[src/rtl/spi_slave_param.sv]
// Parametrised SPI slave clocked only by sclk: configurable width, bit order,
// CPOL/CPHA, multi-word frames with per-word TX reload and completion toggles.
module spi_slave_param #(
  parameter int DATA_W    = 8,
  parameter int CPOL      = 0,
  parameter int CPHA      = 0,
  parameter int LSB_FIRST = 0,
  parameter int CNT_W     = 8
) (
  input  logic              sclk,
  input  logic              rst,
  input  logic              ss,
  input  logic              mosi,
  output logic              miso,
  output logic              miso_oe,
  input  logic [DATA_W-1:0] tx_data,
  output logic              tx_tgl,
  output logic [DATA_W-1:0] rx_data,
  output logic              rx_tgl,
  output logic [CNT_W-1:0]  word_cnt
);

  localparam int BIT_W = $clog2(DATA_W);

  // Sample edge is always the rising edge of samp_clk; launch edge is its falling edge.
  logic samp_clk;
  logic frame_clr;
  assign samp_clk  = sclk ^ (CPOL != 0) ^ (CPHA != 0);
  assign frame_clr = rst | ss;

  logic [BIT_W-1:0]  bit_cnt_q, bit_cnt_d;
  logic [CNT_W-1:0]  word_cnt_q, word_cnt_d;
  logic [DATA_W-1:0] rx_shift_q, rx_shift_d;
  logic [DATA_W-1:0] rx_data_q, rx_data_d;
  logic              rx_tgl_q, rx_tgl_d;
  logic              last_bit;
  logic              word_done;

  assign last_bit  = (bit_cnt_q == BIT_W'(DATA_W - 1));
  assign word_done = last_bit & ~ss;

  // NOTE: every variable gets a default at the top of always_comb so no path leaves it unassigned (no latch).
  always_comb begin
    rx_shift_d = (LSB_FIRST != 0) ? {mosi, rx_shift_q[DATA_W-1:1]}
                                  : {rx_shift_q[DATA_W-2:0], mosi};
    bit_cnt_d  = bit_cnt_q + BIT_W'(1);
    word_cnt_d = word_cnt_q;
    rx_data_d  = rx_data_q;
    rx_tgl_d   = rx_tgl_q;
    if (last_bit) begin
      bit_cnt_d  = '0;
      word_cnt_d = word_cnt_q + CNT_W'(1);
    end
    if (word_done) begin
      rx_data_d = rx_shift_d;
      rx_tgl_d  = ~rx_tgl_q;
    end
  end

  // Frame state is cleared asynchronously whenever the slave is deselected.
  // NOTE: sequential state uses non-blocking assignments so all flops update from pre-edge values.
  always_ff @(posedge samp_clk or posedge frame_clr) begin
    if (frame_clr) begin
      bit_cnt_q  <= '0;
      word_cnt_q <= '0;
      rx_shift_q <= '0;
    end else begin
      bit_cnt_q  <= bit_cnt_d;
      word_cnt_q <= word_cnt_d;
      rx_shift_q <= rx_shift_d;
    end
  end

  always_ff @(posedge samp_clk or posedge rst) begin
    if (rst) begin
      rx_data_q <= '0;
      rx_tgl_q  <= 1'b0;
    end else begin
      rx_data_q <= rx_data_d;
      rx_tgl_q  <= rx_tgl_d;
    end
  end

  // TX side: tx_shift holds the captured word; miso_q holds the bit on the wire.
  logic [DATA_W-1:0] tx_shift_q;
  logic              tx_tgl_q;
  logic              miso_q;
  logic              miso_d;
  logic              tx_first_bit;
  logic [BIT_W-1:0]  tx_bit_sel;

  assign tx_first_bit = (LSB_FIRST != 0) ? tx_data[0] : tx_data[DATA_W-1];
  assign tx_bit_sel   = (LSB_FIRST != 0) ? bit_cnt_q : (BIT_W'(DATA_W - 1) - bit_cnt_q);

  if (CPHA == 0) begin : g_cpha0
    always_ff @(posedge samp_clk or posedge frame_clr) begin
      if (frame_clr)           tx_shift_q <= '0;
      else if (bit_cnt_q == '0) tx_shift_q <= tx_data;
    end

    always_ff @(posedge samp_clk or posedge rst) begin
      if (rst)                           tx_tgl_q <= 1'b0;
      else if (!ss && bit_cnt_q == '0)   tx_tgl_q <= ~tx_tgl_q;
    end

    always_ff @(negedge samp_clk or posedge frame_clr) begin
      if (frame_clr) miso_q <= 1'b0;
      else           miso_q <= tx_shift_q[tx_bit_sel];
    end

    // First bit of each word comes straight from tx_data before any launch edge exists.
    assign miso_d = (bit_cnt_q == '0) ? tx_first_bit : miso_q;
  end else begin : g_cpha1
    always_ff @(negedge samp_clk or posedge frame_clr) begin
      if (frame_clr) begin
        tx_shift_q <= '0;
        miso_q     <= 1'b0;
      end else if (bit_cnt_q == '0) begin
        tx_shift_q <= tx_data;
        miso_q     <= tx_first_bit;
      end else begin
        miso_q     <= tx_shift_q[tx_bit_sel];
      end
    end

    always_ff @(negedge samp_clk or posedge rst) begin
      if (rst)                           tx_tgl_q <= 1'b0;
      else if (!ss && bit_cnt_q == '0)   tx_tgl_q <= ~tx_tgl_q;
    end

    assign miso_d = miso_q;
  end

  assign miso     = (!ss && !rst) ? miso_d : 1'b0;
  assign miso_oe  = ~ss;
  assign tx_tgl   = tx_tgl_q;
  assign rx_data  = rx_data_q;
  assign rx_tgl   = rx_tgl_q;
  assign word_cnt = word_cnt_q;

endmodule

[config.mk]
export PLATFORM = sky130hd
export DESIGN_NAME = spi_slave_param
export DESIGN_NICKNAME = d
export VERILOG_FILES = /design/src/rtl/spi_slave_param.sv
export SDC_FILE = /design/constraint.sdc
export NUM_CORES = 1
export LEC_CHECK = 0
export CAP_MARGIN = 20
export CORE_MARGIN = 5
export CORE_UTILIZATION = 40
export DETAILED_ROUTE_END_ITERATION = 8
export PLACE_DENSITY = 0.74
export SLEW_MARGIN = 10
export SYNTH_ARGS = -nofsm -noshare
export SYNTH_HDL_FRONTEND = slang
export SYNTH_SLANG_ARGS = --single-unit
[constraint.sdc]
create_clock -name sclk -period 1.99 [get_ports sclk]
set_input_delay 0.2985 -clock sclk [delete_from_list [all_inputs] [get_ports sclk]]
set_output_delay 0.2985 -clock sclk [all_outputs]
set_load 0.005 [all_outputs]
Word level (Yosys, flattened, before mapping)
Index checks and enable logic that the tools add are counted.
- $add $sub $neg: 3
- reduce and logical (&&, ||, !) cells: 5
- magnitude comparators: 1
- equality and inequality tests: 1
- bitwise gates (word level): 5
- mux-type cells: 5
- operators by type and width (cell ; count):
    adder 8 x 1 -> 8 bit (second input constant) ; 1
    less-than comparator 3 x 4 -> 1 bit (second input constant) ; 1
    adder 3 x 1 -> 3 bit (second input constant) ; 1
    binary-select mux 1 bit (select 3 bit) ; 1
    == test 3 bit (second input constant) ; 1
    logical NOT 3 bit ; 1
    2-to-1 mux 1 bit ; 3
    2-to-1 mux 3 bit ; 1
    inverter 1 bit ; 3
    subtractor 3 bit (first input constant) ; 1
    logical AND 1 bit ; 2
    logical NOT 1 bit ; 2
    bitwise AND 1 bit ; 1
    bitwise OR 1 bit ; 1
- output and inout bits: 20
- bits in registers: 37
- input port bits: 12

Longest topological paths before layout
- depth after elaboration: 3
- gate-level depth with buffers: 6
- gate-level depth less buffers: 5

==> impl_table.tex <==
\begin{tabular}{lr}
\hline
Metric & Value \\
\hline
\multicolumn{2}{l}{\textbf{Clocking}} \\
\quad Clock slew seen by the registers of the worst setup and hold paths & 110 ps \\
\quad Number of buffers on the longest clock path & 2 \\
\quad Worst-skew pair later-pin latency & 340 ps \\
\quad Clock tree root buffer cell & sky130\_fd\_sc\_hd\_\_clkbuf\_4 \\
\quad CTS Hold Bufs & 0 \\
\quad Clk sinks & 37 \\
\quad TritonCTS clock tree & built \\
\quad H-tree depth & 2 \\
\quad CTS buffer count & 5 \\
\multicolumn{2}{l}{\textbf{Global route}} \\
\quad Global-route total usage across every layer & 12.1\% \\
\quad First-pass GRT wire length & 4590 um \\
\quad Pin count of the biggest net entering global routing & 27 \\
\quad Sum of overflow across all layers after global routing & 0 \\
\quad Initial antenna violation count & 0 \\
\quad Number of global-route vias before repair & 1,054 \\
\multicolumn{2}{l}{\textbf{Layout}} \\
\quad Utilization after layout & 57.7\% \\
\quad Most common cell after layout, fill and taps aside & sky130\_fd\_sc\_hd\_\_dfrtp\_1 \\
\quad Fraction of layout instances using a drive strength above 1 & 22.5\% \\
\quad Antenna diode instance count & 0 \\
\quad Area growth from synthesis to layout & 37.3\% \\
\quad Total number of nets in the final design & 175 \\
\quad Top library cells by usage in the layout, fill and taps aside & sky130\_fd\_sc\_hd\_\_dfrtp\_1, sky130\_fd\_sc\_hd\_\_clkdlybuf4s50\_1, sky130\_fd\_sc\_hd\_\_nand2\_1 \\
\multicolumn{2}{l}{\textbf{Yosys}} \\
\quad Synth top area cells & sky130\_fd\_sc\_hd\_\_dfrtp\_1, sky130\_fd\_sc\_hd\_\_mux2\_2, sky130\_fd\_sc\_hd\_\_nand2\_1 \\
\quad Area share of the largest cell type after synthesis & 62.8\% \\
\quad Gate Count Post-Synth & 112 \\
\quad Count of different cell masters after synthesis & 19 \\
\quad Post-synthesis mux area share & 11.5\% \\
\quad Synth Net Count & 128 \\
\quad Avg Synthesized Cell Area & 12.8 um2 \\
\quad Netlist area before placement & 0.00144 mm2 \\
\quad Complex-gate fraction of the synthesized area & 0.523\% \\
\quad Total of flip-flops plus latches after synthesis & 37 \\
\quad Synth Area in Adders & 3.49\% \\
\quad Largest area contributor in the synthesized netlist & sky130\_fd\_sc\_hd\_\_dfrtp\_1 \\
\quad Warnings, synthesis & 0 \\
\quad Combinational family with the most area after synthesis & simple AND/OR/NAND/NOR gates \\
\quad Share of the yosys chip area belonging to registers & 64.5\% \\
\quad Simple-gate portion of the synthesized area & 12.2\% \\
\quad XOR/XNOR Fraction of Synth Area & 5.49\% \\
\multicolumn{2}{l}{\textbf{Floorplanning}} \\
\quad Chip width & 69.9 um \\
\quad Initial core utilization & 42.0\% \\
\quad Die Outline Area & 0.00489 mm2 \\
\quad Die boundary height & 69.9 um \\
\quad Core box area & 0.00342 mm2 \\
\quad Number of rows created at floorplan & 21 \\
\quad Number of top-level design ports & 32 \\
\multicolumn{2}{l}{\textbf{Critical path}} \\
\quad Worst path cell trace & mux4\_2 > mux2\_4 \\
\quad End of the worst register-to-register path & miso\_q \\
\quad Critical R2R Launch & bit\_cnt\_q[0] \\
\quad Buf+Inv Stages, Crit Path & 0 \\
\quad Arrival time worst endpoint & 1530 ps \\
\quad Worst EP required & 1170 ps \\
\quad Crit. End Element & flop \\
\quad Slowest stage delay, CP & 510 ps \\
\quad Sort of element at the start of the critical path & flop \\
\quad Crit path max fanout & 3 \\
\quad Cell at the slowest stage of the critical path & sky130\_fd\_sc\_hd\_\_mux4\_2 \\
\quad Worst setup path category & reg2reg \\
\quad Register-to-register path setup slack & -360 ps \\
\quad Cell class contributing the biggest share of worst-path delay & multiplexers \\
\quad Worst reg2reg path depth & 2 \\
\multicolumn{2}{l}{\textbf{STA}} \\
\quad Final-report max-slew violation count & 0 \\
\quad Pin slew with the least headroom to its limit & 399 ps \\
\quad Crit path setup slack, layout & -361 ps \\
\quad Setup repair after global routing missed its margin & yes \\
\quad Number of failing setup endpoints in the final timing report & 2 \\
\quad Slew margin rel. & 73.4\% \\
\quad Largest clock skew in the final design & 18.0 ps \\
\quad Final hold violations & 0 \\
\multicolumn{2}{l}{\textbf{Pwr}} \\
\quad Clock group share of total power & 36.1\% \\
\quad Relative contribution of combinational cells to total power & 9.9\% \\
\quad Internal power contribution & 1200 uW \\
\quad Sequential power share & 54.0\% \\
\quad Switching power total & 328 uW \\
\quad Power Density & 775 mW/mm2 \\
\quad Max rail drop VDD & 393 uV \\
\quad Leakage Power & 0.000932 uW \\
\quad Net switching share of the total power & 21.5\% \\
\multicolumn{2}{l}{\textbf{Placement}} \\
\quad Final weighted congestion in routability-driven placement & 0.780 \\
\quad Quantity of I/O buffers inserted on ports & 31 \\
\quad Worst slack, placed & -437 ps \\
\quad HPWL Detailed & 2040 um \\
\multicolumn{2}{l}{\textbf{Status}} \\
\quad Status & complete, but fails checks \\
\quad Failing checks & negative setup slack \\
\multicolumn{2}{l}{\textbf{Route}} \\
\quad Detailed-routing iteration count for the pre-antenna-repair pass & 4 \\
\quad Routed Antenna Nets & 0 \\
\quad Via total after detailed routing & 955 \\
\quad Number of remaining DRC errors & 0 \\
\quad Overall routed net length & 2740 um \\
\quad Vias per Instance & 4.64 \\
\quad Drt wl/cell & 13.3 um \\
\quad DRC marker count from the first detailed-route iteration & 37 \\
\multicolumn{2}{l}{\textbf{Run}} \\
\quad Number of max-capacitance violations reported & 0 \\
\multicolumn{2}{l}{\textbf{Min path}} \\
\quad Hold/Removal Path Class & in2async \\
\hline
\end{tabular}
[metrics by stage]
stage | setup TNS, ps | power (uW) | hold slack [ps] | instance area, um2 | instances
floorplan | -390 | 885 | 139 | 1430 | 112
global placement | -706 | 991 | 353 | 1860 | 196
detailed placement | -777 | 996 | 361 | 1860 | 196
CTS | -707 | 1550 | 271 | 1950 | 205
global route | -780 | 1590 | 317 | 1970 | 206
finish | -674 | 1530 | 276 | 1970 | 206
[how the worst max path moves through the flow]
stage	end	startpoint	slack [ps]	cells past startpoint
6_report	miso_q	bit_cnt_q[0]	-360	2
5_1_grt	miso_q	bit_cnt_q[0]	-400	2
4_1_cts	miso_q	bit_cnt_q[0]	-360	2
3_5_place_dp	miso	miso_q	-440	3
3_3_place_gp	miso	miso_q	-380	3
2_1_floorplan	miso_q	bit_cnt_q[0]	-340	2
[routing by layer]
metal	up-vias	share of wire, %	track usage [%]
met5	-	0	0
li1	455	-	-
met4	0	1.5	6.38
met2	24	50	20.1
met3	5	5.4	4.02
met1	471	43	13.6
[registers in the layout (all words and copies together) (netlist names)]
| name | cells |
|---|---|
| word_cnt | 8 |
| rx_tgl | 1 |
| tx_tgl | 1 |
| tx_shift_q | 8 |
| bit_cnt_q | 3 |
| rx_data | 8 |
| rx_shift_q | 7 |
| miso_q | 1 |
[power groups by stage]
stage	logic (uW)	clock network, uW	registers (uW)
3_3_place_gp	153	0	837
2_1_floorplan	45.9	0	839
4_1_cts	156	567	826
5_1_grt	166	592	831
3_5_place_dp	155	0	841
6_report	151	551	825
[worst register-to-register path, stage by stage, from the launching register on]
cell and delay (ps):
sky130_fd_sc_hd__dfrtp_1 420, sky130_fd_sc_hd__mux4_2 510, sky130_fd_sc_hd__mux2_4 270
[synthesized netlist by cell type]
| master | number |
|---|---|
| sky130_fd_sc_hd__ha_1 | 4 |
| sky130_fd_sc_hd__nor3_1 | 1 |
| sky130_fd_sc_hd__buf_1 | 1 |
| sky130_fd_sc_hd__clkbuf_1 | 1 |
| sky130_fd_sc_hd__nand2_1 | 28 |
| sky130_fd_sc_hd__mux4_1 | 2 |
| sky130_fd_sc_hd__dfrtn_1 | 1 |
| sky130_fd_sc_hd__xor2_1 | 5 |
| sky130_fd_sc_hd__a21boi_0 | 1 |
| sky130_fd_sc_hd__inv_1 | 4 |
| sky130_fd_sc_hd__nand2b_1 | 1 |
| sky130_fd_sc_hd__nor2_1 | 4 |
| sky130_fd_sc_hd__dfrtp_1 | 36 |
| sky130_fd_sc_hd__nor2b_1 | 3 |
| sky130_fd_sc_hd__buf_2 | 2 |
| sky130_fd_sc_hd__nand4_1 | 3 |
| sky130_fd_sc_hd__mux2_2 | 10 |
| sky130_fd_sc_hd__xnor2_1 | 4 |
| sky130_fd_sc_hd__and3_1 | 1 |
[cells by family (layout without fill, tap and decap cells)]
| group | count (synthesis) | count (layout) |
|---|---|---|
| XOR/XNOR | 9 | 9 |
| buffers and inverters | 8 | 56 |
| flip-flops | 37 | 37 |
| AND/OR/NAND/NOR | 41 | 41 |
| multiplexers | 12 | 12 |
| AO/OA/AOI/OAI | 1 | 1 |
| adder cells (fa/ha/maj) | 4 | 4 |
[final cells by class]
cell class / count / area (um2)
clock buffer: 6 / 51.3
clock inverter: 2 / 37.5
fill: 291 / 1450
inverter: 4 / 15.0
multi-input combinational: 67 / 480
sequential: 37 / 926
tap: 46 / 57.6
timing repair buffer: 44 / 403
[what timing repair did]
item	in CTS	in global routing
setup buffers	1	1
pin swaps	1	1
endpoints found under the setup margin	2	3
gates resized for setup	5	2
Power figures use the tool's default switching activity.
